**src/rtl/conv_pkg.sv**
```systemverilog
// Shared constants for the 3x3 Q16.16 convolution path: data width, kernel size and
// the row-major window index map used by both the window feeder and the convolution.
package conv_pkg;

    localparam int CONV_DATA_W = 32;
    localparam int FRAC_BITS   = 16;
    localparam int KERNEL      = 3;
    localparam int WIN_N       = KERNEL * KERNEL;

    localparam int WIN_TL = 0;
    localparam int WIN_TC = 1;
    localparam int WIN_TR = 2;
    localparam int WIN_ML = 3;
    localparam int WIN_MC = 4;
    localparam int WIN_MR = 5;
    localparam int WIN_BL = 6;
    localparam int WIN_BC = 7;
    localparam int WIN_BR = 8;

    function automatic int win_idx(input int row, input int col);
        return row * KERNEL + col;
    endfunction

endpackage

```
**src/rtl/conv_line_buffer.sv**
```systemverilog
// One image line of storage: combinational read and synchronous write at the same
// address, so a read-then-overwrite happens in a single accept cycle.
module conv_line_buffer
    import conv_pkg::*;
#(
    parameter int DATA_W = CONV_DATA_W,
    parameter int DEPTH  = 64
) (
    input  logic                     clk,
    input  logic                     we,
    input  logic [$clog2(DEPTH)-1:0] addr,
    input  logic [DATA_W-1:0]        wr_data,
    output logic [DATA_W-1:0]        rd_data
);

    logic [DATA_W-1:0] mem_q [DEPTH];

    assign rd_data = mem_q[addr];

    // Line storage write port; contents are deliberately left unreset.
    always_ff @(posedge clk) begin
        if (we) begin
            mem_q[addr] <= wr_data;
        end
    end

endmodule

```
**src/rtl/conv_window_3x3.sv**
```systemverilog
// Raster-stream to 3x3 window feeder: two line buffers plus a 3x3 shift register,
// emitting only complete (unpadded) neighbourhoods with valid/ready on both sides.
module conv_window_3x3
    import conv_pkg::*;
#(
    parameter int DATA_W = CONV_DATA_W,
    parameter int IMG_W  = 64,
    parameter int IMG_H  = 64
) (
    input  logic                     clk,
    input  logic                     rst_n,
    input  logic                     in_valid,
    output logic                     in_ready,
    input  logic [DATA_W-1:0]        in_data,
    input  logic                     in_sof,
    output logic                     out_valid,
    input  logic                     out_ready,
    output logic [DATA_W-1:0]        win0,
    output logic [DATA_W-1:0]        win1,
    output logic [DATA_W-1:0]        win2,
    output logic [DATA_W-1:0]        win3,
    output logic [DATA_W-1:0]        win4,
    output logic [DATA_W-1:0]        win5,
    output logic [DATA_W-1:0]        win6,
    output logic [DATA_W-1:0]        win7,
    output logic [DATA_W-1:0]        win8,
    output logic [$clog2(IMG_H)-1:0] out_row,
    output logic [$clog2(IMG_W)-1:0] out_col
);

    localparam int COL_W = $clog2(IMG_W);
    localparam int ROW_W = $clog2(IMG_H);

    logic [ROW_W-1:0]  row_q, row_d, cur_row;
    logic [COL_W-1:0]  col_q, col_d, cur_col;
    logic              out_valid_q, out_valid_d;
    logic [ROW_W-1:0]  out_row_q, out_row_d;
    logic [COL_W-1:0]  out_col_q, out_col_d;
    logic [DATA_W-1:0] win_q [WIN_N];
    logic [DATA_W-1:0] win_d [WIN_N];
    logic [DATA_W-1:0] lb0_rd;
    logic [DATA_W-1:0] lb1_rd;
    logic              accept;

    assign in_ready = ~out_valid_q | out_ready;
    assign accept   = in_valid & in_ready;
    // A start-of-frame pixel is always (0,0), whatever the counters say.
    assign cur_row  = in_sof ? '0 : row_q;
    assign cur_col  = in_sof ? '0 : col_q;

    conv_line_buffer #(.DATA_W(DATA_W), .DEPTH(IMG_W)) u_lb0 (
        .clk     (clk),
        .we      (accept),
        .addr    (cur_col),
        .wr_data (in_data),
        .rd_data (lb0_rd)
    );

    conv_line_buffer #(.DATA_W(DATA_W), .DEPTH(IMG_W)) u_lb1 (
        .clk     (clk),
        .we      (accept),
        .addr    (cur_col),
        .wr_data (lb0_rd),
        .rd_data (lb1_rd)
    );

    // Next-state: raster counters, window shift and output-valid handshake.
    always_comb begin
        row_d       = row_q;
        col_d       = col_q;
        out_valid_d = out_valid_q;
        out_row_d   = out_row_q;
        out_col_d   = out_col_q;
        for (int i = 0; i < WIN_N; i++) begin
            win_d[i] = win_q[i];
        end

        if (accept) begin
            for (int r = 0; r < KERNEL; r++) begin
                for (int c = 0; c < KERNEL - 1; c++) begin
                    win_d[win_idx(r, c)] = win_q[win_idx(r, c + 1)];
                end
            end
            win_d[WIN_TR] = lb1_rd;
            win_d[WIN_MR] = lb0_rd;
            win_d[WIN_BR] = in_data;

            if (cur_col == COL_W'(IMG_W - 1)) begin
                col_d = '0;
                row_d = (cur_row == ROW_W'(IMG_H - 1)) ? '0 : cur_row + ROW_W'(1);
            end else begin
                col_d = cur_col + COL_W'(1);
                row_d = cur_row;
            end

            out_valid_d = (cur_row >= ROW_W'(2)) && (cur_col >= COL_W'(2));
            out_row_d   = cur_row - ROW_W'(1);
            out_col_d   = cur_col - COL_W'(1);
        end else if (out_ready) begin
            out_valid_d = 1'b0;
        end else begin
            out_valid_d = out_valid_q;
        end
    end

    // State register with synchronous active-low reset.
    always_ff @(posedge clk) begin
        if (!rst_n) begin
            row_q       <= '0;
            col_q       <= '0;
            out_valid_q <= 1'b0;
            out_row_q   <= '0;
            out_col_q   <= '0;
            for (int i = 0; i < WIN_N; i++) begin
                win_q[i] <= '0;
            end
        end else begin
            row_q       <= row_d;
            col_q       <= col_d;
            out_valid_q <= out_valid_d;
            out_row_q   <= out_row_d;
            out_col_q   <= out_col_d;
            for (int i = 0; i < WIN_N; i++) begin
                win_q[i] <= win_d[i];
            end
        end
    end

    assign out_valid = out_valid_q;
    assign out_row   = out_row_q;
    assign out_col   = out_col_q;
    assign win0      = win_q[WIN_TL];
    assign win1      = win_q[WIN_TC];
    assign win2      = win_q[WIN_TR];
    assign win3      = win_q[WIN_ML];
    assign win4      = win_q[WIN_MC];
    assign win5      = win_q[WIN_MR];
    assign win6      = win_q[WIN_BL];
    assign win7      = win_q[WIN_BC];
    assign win8      = win_q[WIN_BR];

endmodule

```
**config.mk**
```make
export PLATFORM = sky130hd
export DESIGN_NAME = conv_window_3x3
export DESIGN_NICKNAME = d
export VERILOG_FILES = /design/src/rtl/conv_pkg.sv /design/src/rtl/conv_line_buffer.sv /design/src/rtl/conv_window_3x3.sv
export SDC_FILE = /design/constraint.sdc
export NUM_CORES = 2
export LEC_CHECK = 0
export CAP_MARGIN = 15
export CORE_MARGIN = 2
export CORE_UTILIZATION = 40
export DETAILED_ROUTE_END_ITERATION = 8
export GPL_TIMING_DRIVEN = 0
export PLACE_DENSITY_LB_ADDON = 0.1
export REMOVE_ABC_BUFFERS = 1
export SYNTH_ARGS = -nofsm -noshare
export SYNTH_HDL_FRONTEND = slang
export SYNTH_MEMORY_MAX_BITS = 65536
export SYNTH_SLANG_ARGS = --single-unit
```
**constraint.sdc**
```tcl
create_clock -name clk -period 13 [get_ports clk]
set_clock_uncertainty 0.2 [all_clocks]
set_input_delay 1.3 -clock clk [delete_from_list [all_inputs] [get_ports clk]]
set_output_delay 1.3 -clock clk [all_outputs]
set_load 0.02 [all_outputs]
```
==> results.py <==
metrics = {
    "run_status": {
        "status": "completed",
    },
    "clock_tree": {
        "cts_resized": 0,
        "cts_made_buffers": 473,
        "clockBufferDepth": 4,
        "cts_hold_buf": 0,
        "root_buffer": "clkbuf_16",
        "cts_max_level": 5,
        "clock-sinks": 4409,
        "post_cts_buffers": 0,
        "cts_tree": "built",
        "insertion_delay_ps": 1050,
        "clkTransAtPathRegs_ps": 60,
    },
    "floorplan": {
        "fp.dieW_um": 659,
        "coreArea_um2": 427000,
        "start_util_pct": 40.2,
        "io_pins": 339,
        "fp-row-count": 240,
        "die_area_um2": 434000,
        "dieHeight_um": 659,
    },
    "drt": {
        "drtIter0Drc": 14909,
        "vias": 108914,
        "dr.pass1.iters": 9,
        "avgViaCountPerCell": 6.25,
        "drc_errors": 0,
        "routed_wl_um": 647000,
        "routedWlPerCell_um": 37.1,
        "antenna_left": 0,
    },
    "power": {
        "vdd_drop_max_mv": 0.118,
        "p_leak_nw": 64.8,
        "p_per_area_nw_per_um2": 147,
    },
    "logic_synthesis": {
        "synthXorXnorAreaFrac_pct": 0.0306,
        "ys.warnings.count": 0,
        "avgSynthCellArea_um2": 16.1,
        "synth_fa_ha_area_share_pct": 0.0438,
        "synth_top_family_by_area": "compound AO/OA/AOI/OAI gates",
        "ys_seq_area_share_pct": 75.4,
        "synthMuxAreaShare_pct": 6.33,
        "async_flop_share_pct": 0,
        "yosys.area_share.simple_pct": 4.33,
        "synth_compound_area_share_pct": 11.7,
        "synthFlopType": "edfxtp_1",
        "synth_edf_count": 4096,
        "ys_types": 95,
        "synth_cells": 10671,
        "synth_seq_cells": 4409,
        "synth_area_um2": 172000,
    },
    "sta": {
        "hold_violations": 0,
        "rsz0062_at_grt": "no",
        "drv_slew": 0,
        "fin_ws_ps": 6140,
        "max_freq_mhz": 146,
        "worst_slew_pin_slew_ps": 1210,
        "period_share_pct": 52.8,
        "fin_crit_ps": 6860,
        "tns_ps": 0,
        "setup_viol": 0,
        "slew_headroom_pct": 19.3,
    },
    "finish": {
        "drive_gt1_share_pct": 15.2,
        "nFillCells": 35490,
        "nets": 11368,
        "synthToLayoutAreaGrowth_pct": 21.0,
        "fin_area_um2": 208000,
    },
    "job": {
        "maxCapViolations": 0,
    },
    "worst_setup_path": {
        "required_ps": 13510,
        "cpMostUsedCell": "buf_16",
        "critPathLaunchType": "input pin",
        "endpoint_kind": "flip-flop",
        "cpMaxStageDelayCell": "or2b_4",
        "path_class": "input pin to flip-flop",
        "cp_cell_sequence": "buf_8 > buf_16 > buf_16 > or2b_4 > buf_16 > inv_8 > buf_16 > a22o_1 > a2111oi_0 > o22ai_1 > nor4_1 > nand2_2 > buf_12",
        "cp_slowest_stage_delay_ps": 720,
        "worstPathArrival_ps": 7380,
        "worstPathMaxFanout": 117,
        "crit_family": "buffers and inverters",
        "crit_buf_inv": 7,
    },
    "global_route": {
        "gr-total-overflow": 0,
        "grtUsageTotal_pct": 29.0,
        "grt_max_degree": 118,
        "grt_pass1_wl_um": 872000,
        "grt_antenna_before_repair": 29,
        "first_global_vias": 104516,
    },
    "place": {
        "placed_cell_area_um2": 192000,
        "place_ws_ps": 5220,
        "place_congestion": 0.740,
        "detailed_place_hpwl_um": 414000,
        "port_buffers": 338,
    },
    "worst_hold_path": {
        "hold_class": "flip-flop to flip-flop",
    },
}
==> cell type report <==
type,count,area (um^2),area share [%]
inverter,42,188,0.0904
timing repair buffer,974,16400,7.92
tap,5687,7120,3.43
clock buffer,654,13100,6.31
sequential,4409,129000,62.3
clock inverter,226,2100,1.01
multi-input combinational,5425,39400,19.0
antenna,9,22.5,0.0108
==> stage by stage <==
step           cells  utilization, %  hold slack [ps]  power [mW]
2_1_floorplan   9876               -              271        17.1
3_3_place_gp   15901            41.8              252        18.3
3_5_place_dp   16533            45.0              257        17.6
4_1_cts        17413            48.6              266        30.8
5_1_grt        17419            48.6              284        31.4
6_report       17426            48.6              261        30.6
==> cells in the final DEF (no fill, tap or decap), types with 304 or more instances in the layout <==
master and n:
edfxtp_1 4096, nand2_1 769, mux2i_1 694, a22oi_1 504, o21ai_0 486, clkbuf_16 480
a21oi_1 459, o22ai_1 372, buf_12 346, dfxtp_1 309, clkdlybuf4s50_1 304
==> report_power, final <==
part	total, mW	internal [mW]	leakage, nW	switching (mW)
Combinational	1.54	0.511	18.0	1.03
Sequential	15.7	15.7	39.4	0.0637
Clock	13.3	7.69	7.41	5.63
Total	30.6	23.9	64.8	6.72
==> state kept, by name, indices dropped and copies added (netlist names) <==
signal / cells
u_lb0.mem_q: 2048
row_q: 6
win_q: 288
u_lb1.mem_q: 2048
out_col: 6
col_q: 6
out_valid: 1
out_row: 6
==> metal layers <==
metal  track usage, %  share of wire, %
met1             38.8                40
met2             47.1                47
met3             5.00               9.1
met4             11.3               4.5
met5                0             0.011
==> worst min-delay path, cell delays in order (launching register included) <==
cell and delay [ps]:
dfxtp_1 300, nand2_1 40, a21boi_0 60
==> cell usage after synthesis (all sizes together), types with 58 or more instances <==
cell type     n  area (um^2)
mux2i       694         6950
o21ai       488         2450
a22o        124         1090
clkbuf      403         1510
a31oi        71          444
dfxtp       313         6270
a221oi      135         1180
a21oi       459         2300
nand2       785         2950
a22oi       504         3780
a21boi      231         1730
nor2        224          841
mux2        181         2040
a2111oi      58          517
o22ai       372         2330
edfxtp     4096       123000
o31ai        79          593
a221o        79          791
nand2b      101          632
nand3b      135         1020
mux4         83         1870
buf         392         2150
==> cell families (layout without fill, tap and decap cells) <==
logic type	count (synthesis)	count (layout)
compound gates	2917	2917
flops	4409	4409
buf+inv	837	1896
simple gates	1538	1538
fa+ha+maj	6	6
xor+xnor	6	6
other cells	0	9
mux	958	958
==> final timing paths <==
kind                  from                   to  slack, ps  cells after the start
max                 in_sof  u_lb1.mem_q[57][16]       6140                     13
min          win_q[0][194]        win_q[0][194]        260                      2
max reg2reg       col_q[0]  u_lb1.mem_q[50][13]       6600                     12
min reg2reg  win_q[0][194]        win_q[0][194]        260                      2
No activity file was read; power rests on OpenSTA's default activity.
